==> config.mk <==
export PLATFORM = sky130hd
export DESIGN_NAME = axis_pkt_fifo
export DESIGN_NICKNAME = d
export VERILOG_FILES = /design/src/rtl/axis_pkt_fifo.sv
export SDC_FILE = /design/constraint.sdc
export NUM_CORES = 1
export LEC_CHECK = 0
export CAP_MARGIN = 40
export CORE_AREA = 2 2 130 107
export DETAILED_ROUTE_END_ITERATION = 12
export DIE_AREA = 0 0 132 109
export GPL_TIMING_DRIVEN = 1
export PLACE_DENSITY = 0.84
export SLEW_MARGIN = 10
export SYNTH_ARGS = -nofsm -noshare
export SYNTH_HDL_FRONTEND = slang
export SYNTH_SLANG_ARGS = --single-unit
==> constraint.sdc <==
create_clock -name clk -period 9.9 [get_ports clk]
set_clock_uncertainty 0.15 [all_clocks]
set_input_delay 2.97 -clock clk [delete_from_list [all_inputs] [get_ports clk]]
set_output_delay 2.97 -clock clk [all_outputs]
set_load 0.02 [all_outputs]
==> src/rtl/axis_pkt_fifo.sv <==
// axis_pkt_fifo: AXI-Stream packet FIFO with FWFT output, level / packet
// counters, almost-full/empty flags, optional store-and-forward mode with
// oversize-packet release, and a synchronous flush.
module axis_pkt_fifo #(
  parameter  int WIDTH         = 8,
  parameter  int DEPTH         = 16,
  parameter  int AFULL_THRESH  = DEPTH - 2,
  parameter  int AEMPTY_THRESH = 1,
  parameter  int PACKET_MODE   = 0,
  localparam int ADDR_W        = $clog2(DEPTH)
) (
  input  logic              clk,
  input  logic              rst,
  input  logic              flush,
  input  logic [WIDTH-1:0]  s_axis_tdata,
  input  logic              s_axis_tvalid,
  input  logic              s_axis_tlast,
  output logic              s_axis_tready,
  output logic [WIDTH-1:0]  m_axis_tdata,
  output logic              m_axis_tvalid,
  output logic              m_axis_tlast,
  input  logic              m_axis_tready,
  output logic [ADDR_W:0]   level,
  output logic [ADDR_W:0]   pkt_count,
  output logic              almost_full,
  output logic              almost_empty,
  output logic              oversize
);

  typedef logic [WIDTH:0] entry_t;  // {tlast, tdata}

  localparam logic [ADDR_W:0]   DEPTH_L = (ADDR_W + 1)'(DEPTH);
  localparam logic [ADDR_W:0]   AF_L    = (ADDR_W + 1)'(AFULL_THRESH);
  localparam logic [ADDR_W:0]   AE_L    = (ADDR_W + 1)'(AEMPTY_THRESH);
  localparam logic [ADDR_W:0]   ONE_L   = 1;
  localparam logic [ADDR_W-1:0] ONE_P   = 1;

  entry_t            mem_q [DEPTH];
  entry_t            mem_d [DEPTH];
  logic [ADDR_W-1:0] wr_ptr_q, wr_ptr_d, rd_ptr_q, rd_ptr_d;
  logic [ADDR_W:0]   level_q, level_d, pkt_q, pkt_d;
  logic              rel_q, rel_d, ovs_q, ovs_d;

  entry_t head;
  logic   full, rel_set, rel_now, wr, rd, head_last, wr_last;

  // Handshakes and status outputs, all from registered state plus flush.
  always_comb begin
    head    = mem_q[rd_ptr_q];
    full    = (level_q == DEPTH_L);
    // A full FIFO with no complete packet can never finish a packet by
    // itself, so the head packet is released (and flagged) to avoid deadlock.
    rel_set = (PACKET_MODE != 0) && full && (pkt_q == '0);
    rel_now = rel_q || rel_set;
    s_axis_tready = !full && !flush;
    if (PACKET_MODE != 0)
      m_axis_tvalid = (level_q != '0) && ((pkt_q != '0) || rel_now) && !flush;
    else
      m_axis_tvalid = (level_q != '0) && !flush;
    m_axis_tdata  = head[WIDTH-1:0];
    m_axis_tlast  = head[WIDTH];
    head_last     = head[WIDTH];
    wr            = s_axis_tvalid && s_axis_tready;
    rd            = m_axis_tvalid && m_axis_tready;
    wr_last       = wr && s_axis_tlast;
    level         = level_q;
    pkt_count     = pkt_q;
    almost_full   = (level_q >= AF_L);
    almost_empty  = (level_q <= AE_L);
    oversize      = ovs_q || rel_set;
  end

  // Next-state: flush wins over any handshake in the same cycle.
  always_comb begin
    mem_d    = mem_q;
    wr_ptr_d = wr_ptr_q;
    rd_ptr_d = rd_ptr_q;
    level_d  = level_q;
    pkt_d    = pkt_q;
    rel_d    = rel_q;
    ovs_d    = ovs_q;
    if (flush) begin
      wr_ptr_d = '0;
      rd_ptr_d = '0;
      level_d  = '0;
      pkt_d    = '0;
      rel_d    = 1'b0;
      ovs_d    = 1'b0;
    end else begin
      if (wr) begin
        mem_d[wr_ptr_q] = {s_axis_tlast, s_axis_tdata};
        wr_ptr_d        = wr_ptr_q + ONE_P;
      end
      if (rd) rd_ptr_d = rd_ptr_q + ONE_P;
      if (wr && !rd) level_d = level_q + ONE_L;
      else if (!wr && rd) level_d = level_q - ONE_L;
      if (wr_last && !(rd && head_last)) pkt_d = pkt_q + ONE_L;
      else if (!wr_last && rd && head_last) pkt_d = pkt_q - ONE_L;
      // Release holds until the beat that ends the released packet leaves.
      rel_d = rel_now && !(rd && head_last);
      ovs_d = ovs_q || rel_set;
    end
  end

  // State registers; reset also zeroes the storage so the FWFT head reads 0.
  always_ff @(posedge clk or posedge rst) begin
    if (rst) begin
      for (int i = 0; i < DEPTH; i++) mem_q[i] <= '0;
      wr_ptr_q <= '0;
      rd_ptr_q <= '0;
      level_q  <= '0;
      pkt_q    <= '0;
      rel_q    <= 1'b0;
      ovs_q    <= 1'b0;
    end else begin
      for (int i = 0; i < DEPTH; i++) mem_q[i] <= mem_d[i];
      wr_ptr_q <= wr_ptr_d;
      rd_ptr_q <= rd_ptr_d;
      level_q  <= level_d;
      pkt_q    <= pkt_d;
      rel_q    <= rel_d;
      ovs_q    <= ovs_d;
    end
  end

endmodule

# After elaboration in Yosys (flattened, before gate mapping)
# Cells that the tools add are included.
[classes]
muxes = 16
addsub = 6
n_bitwise = 3
n_reduce_logical = 24
shift = 0
n_eq_ne = 1
multipliers = 0
n_div = 0
order_cmp = 5
[op_table]
columns = ["cell", "n"]
rows = [
  ["$bwmux 144", 1],
  ["$bmux 9 s4", 1],
  ["$demux 9 s4", 1],
  ["$mux 5", 6],
  ["$mux 9", 3],
  ["$mux 4", 4],
  ["$logic_and 1x1->1", 12],
  ["$add 5x1->5 const B", 2],
  ["$ge 5x5->1 const B", 2],
  ["$not 4->5", 2],
  ["$sub 5x1->5 const B", 2],
  ["$add 4x1->4 const B", 2],
  ["$logic_not 1->1", 6],
  ["$reduce_bool 3->1", 2],
  ["$eq 5x5->1 const B", 1],
  ["$ge 5x4->1 const B", 1],
  ["$le 5x1->1 const B", 1],
  ["$lt 5x1->1 const B", 1],
  ["$reduce_bool 5->1", 1],
  ["$reduce_bool 2->1", 2],
  ["$reduce_and 2->1", 1],
  ["$not 1->1", 1],
]
[totals]
latch_bits = 0
mem_bits_ro = 0
memories = 0
out_inout_bits = 24
ff_bits = 162
wordCells = 75
in_bits = 14
mem_bits_rw = 0

# Depth between registers and ports, before layout
[logic_depth]
depth_word = 11
ltp_mapped = 13
depth_no_buf = 12

# Least setup slack after synthesis
# No wires, ideal clock.
[synth_path]
path_kind = "input to output"
start = "input port flush"
end = "output port m_axis_tvalid"
arrival_time_ns = 3.680
n_path_buf = 2
t_required_ns = 6.780
cell_stages = 3
path_slack_ns = 3.100
path_cell_list = "clkbuf_1 clkbuf_1 nor2_1"
[synth_via]
elab_chain_cells = 2
[synth_lines]
columns = ["item", "line", "text"]
rows = [
  ["start: declaration", "14", "input logic flush,"],
  ["$logic_not 1->1", "59", "m_axis_tvalid = (level_q != '0) && !flush;"],
  ["$logic_and 1x1->1", "59", ""],
  ["end: declaration", "20", "output logic m_axis_tvalid,"],
]
# No other way between the ends.

# Worst setup path after layout
[layout_path]
start = "input port flush"
end = "output port s_axis_tready"
[layout_via]
elab_chain_cells = 2
[layout_lines]
columns = ["item", "line", "text"]
rows = [
  ["$logic_not 1->1", "55", "s_axis_tready = !full && !flush;"],
  ["$logic_and 1x1->1", "55", ""],
  ["end: declaration", "18", "output logic s_axis_tready,"],
]
# No other way between the ends.

==> flow_summary.yaml <==
run_status:
  status: "complete, no violations"
worst_setup_path:
  crit_path_frequent_cell: "clkdlybuf4s50_1"
  crit_required_ps: 6780
  path_max_fanout: 23
  startpoint_type: "input pin"
  critPathMaxStageDelay_ps: 810
  path_cells: "clkdlybuf4s50_1 -> a21oi_1 -> clkdlybuf4s50_1"
  path_class: "input pin to primary output"
  critPathCaptureType: "primary output"
  cpMaxStageDelayCell: "clkdlybuf4s50_1"
  worstPathArrival_ps: 4770
timing:
  finalSetupViolations: 0
  fin_crit_ps: 7891
  max_freq_ghz: 0.1267
  setup_tns_ps: 0
  maxSlewHeadroom_pct: 44.20
  hold_viol_final: 0
  finalMaxSlewViolations: 0
  fin_hold_ws_ps: 348.0
  rsz0062_at_grt: "no"
  worstMarginPinSlew_ps: 836.9
  fin_crit_sh_pct: 79.71
logic_synthesis:
  synth_edf_count: 0
  async_flop_share_pct: 100.0
  synth-seq-cells: 162
  post_synth_num_cell_types: 44
  synthesis.instances: 523
  ys_warn_count: 0
  synthXorXnorAreaFrac_pct: 1.360
  syn_area_um2: 7730
  synth_compound_area_share_pct: 2.201
  synth_top_family_by_area: "multiplexers"
  synth_mux_area_share_pct: 34.64
  synth.avg_cell_area_um2: 14.78
  ys_seq_area_share_pct: 52.44
  synth_nets: 552
  synth_ff_type: "dfrtp_1"
  synth_adder_area_share_pct: 2.525
  synth-simple-area-share_pct: 4.613
place:
  gp_congestion: 0.8147
  numPortBuffers: 36
  hpwl_um: 10140
floorplanning:
  die_area_um2: 14390
  rows: 38
  fp.dieW_um: 132
  coreArea_um2: 13170
  start_util_pct: 58.69
  boundaryPins: 38
  chipHeight_um: 109
pwr:
  p_leak_nw: 4.030
  p_int_mw: 1.430
  ir_drop_mv: 0.1456
  power.density_nw_per_um2: 229.9
  power.switching_fraction_pct: 29.45
  clkPwrFrac_pct: 31.9
  p_seq_share_pct: 40.7
  p_sw_uw: 596.7
  combinationalPowerShare_pct: 27.4
clock_network:
  clockBufferDepth: 2
  numCtsBuffers: 17
  holdBufCountCts: 0
  postCtsResizedCells: 0
  cts_tree: "built"
  cts.sinks: 162
  path_clk_slew_ps: 60
  clk_latency_ps: 430
  post_cts_buffers: 0
  cts-root-buf: "clkbuf_16"
  htree_levels: 4
grt:
  grt_overflow: 0
  antenna_found_initial: 0
  grt_pass1_wl_um: 25900
  gr-usage-all-layers_pct: 24.35
  grt_pass1_vias: 4715
  grt_max_degree: 79
routing:
  dr.pass1.iters: 5
  vias: 4515
  post_drt_wl_per_cell_um: 22.02
  first_iter_violations: 236
  wirelength_um: 16430
  drc: 0
  vias_per_cell: 6.052
  drtAntennaViolNets: 0
flow_run:
  drv_cap: 0
layout:
  antenna_cells: 0
  syn_to_final_growth_pct: 14.03
  drive_above_1_share_pct: 39.75
  final_nets: 582
worst_hold_path:
  hold_path_class: "flop to flop"
==> per-layer routing <==
metal	vias up	global-route usage, %	wire (um)
met1	2388	31.36	6599
met2	121	41.59	8432
met5	-	0	0
met3	16	5.532	1188
li1	1990	-	-
met4	0	8.307	210
==> Yosys cell counts, types with 2 or more instances <==
master,number,area share [%]
dfrtp_1,162,52
mux2_2,145,21
mux4_2,42,12
nand2_1,25,1.2
clkbuf_1,18,0.87
nor2_1,15,0.73
ha_1,14,2.3
a21oi_1,9,0.58
xor2_1,7,0.79
buf_1,6,0.29
inv_1,6,0.29
o21ai_0,6,0.39
and2_1,5,0.40
buf_2,5,0.32
mux2i_1,5,0.65
nand3_1,5,0.32
xnor2_1,5,0.57
nor3_1,4,0.26
nor3b_1,4,0.39
a211oi_1,3,0.29
mux2_1,3,0.44
buf_6,2,0.29
nand2b_1,2,0.16
nand4_1,2,0.16
nor2b_1,2,0.16
nor4_1,2,0.16
or3_1,2,0.16
==> power groups by stage <==
stage | registers (mW) | clock network [mW] | logic (mW)
after floorplan | 0.822 | 0 | 0.377
after global placement | 0.823 | 0 | 0.542
after detailed placement | 0.833 | 0 | 0.555
after CTS | 0.823 | 0.654 | 0.563
after global routing | 0.835 | 0.681 | 0.601
final | 0.824 | 0.647 | 0.556
==> path summary, 6_finish.rpt <==
| check | start | end | cells after the start | slack, ps |
|---|---|---|---|---|
| max reg2reg | rd_ptr_q[2] | pkt_count[4] | 11 | 5770 |
| min | mem_q[4] | mem_q[4] | 1 | 350 |
| max | flush | s_axis_tready | 3 | 2010 |
| min reg2reg | mem_q[4] | mem_q[4] | 1 | 350 |
| max in group asynchronous | rst | mem_q[0] | 4 | 5400 |
| min in group asynchronous | rst | mem_q[122] | 2 | 2880 |
==> flip-flops by register name, summed over array words and instances (netlist names) <==
signal     flops
rd_ptr_q       4
mem_q        144
level          5
wr_ptr_q       4
pkt_count      5
==> layout by cell type (no fill, tap or decap), drive strengths merged, types with 2 or more instances in the layout <==
cell and n:
nor3b 4, nor2 15, clkinvlp 3, xnor2 5, nand3 5, inv 7, nand4 2, bufinv 2
mux4 42, a211oi 3, nor4 2, or3 2, and3 2, nand2b 2, ha 14, xor2 7
mux2 149, buf 6, and2 5, o21ai 6, clkbuf 26, a21oi 9, dfrtp 162, nor2b 2
nor3 4, mux2i 5, clkdlybuf4s50 36, nand2 25
==> area by class of cell <==
type	count	area (um^2)
well taps	180	225.2
flip-flops and latches	162	4055
fillers	890	4355
multi-input cells	323	3508
clock buffers	25	475.5
inverters	6	27.53
clock inverters	7	100.1
repair buffers	43	422.9
==> critical path, delay by kind of cell <==
kind,cells,cell delay (ps)
AOI/OAI and AO/OA,1,340
buffers and inverters,2,1450
==> cell families after synthesis <==
logic type	after synthesis
other	1
AO/OA/AOI/OAI	27
multiplexers	196
buffers and inverters	38
adder cells (fa/ha/maj)	15
flip-flops	162
AND/OR/NAND/NOR	72
XOR/XNOR	12
==> metrics by stage <==
step	instance area [um^2]	power (mW)	utilization [%]	setup WS (ps)	std cells
floorplan	7730	1.199	-	2403	523
global placement	8214	1.365	62.37	2046	712
detailed placement	8234	1.388	62.52	1989	713
CTS	8810	2.040	66.89	1993	745
global route	8815	2.118	66.93	1892	746
finish	8815	2.026	66.93	2009	746
No activity file was read; power rests on OpenSTA's default activity.
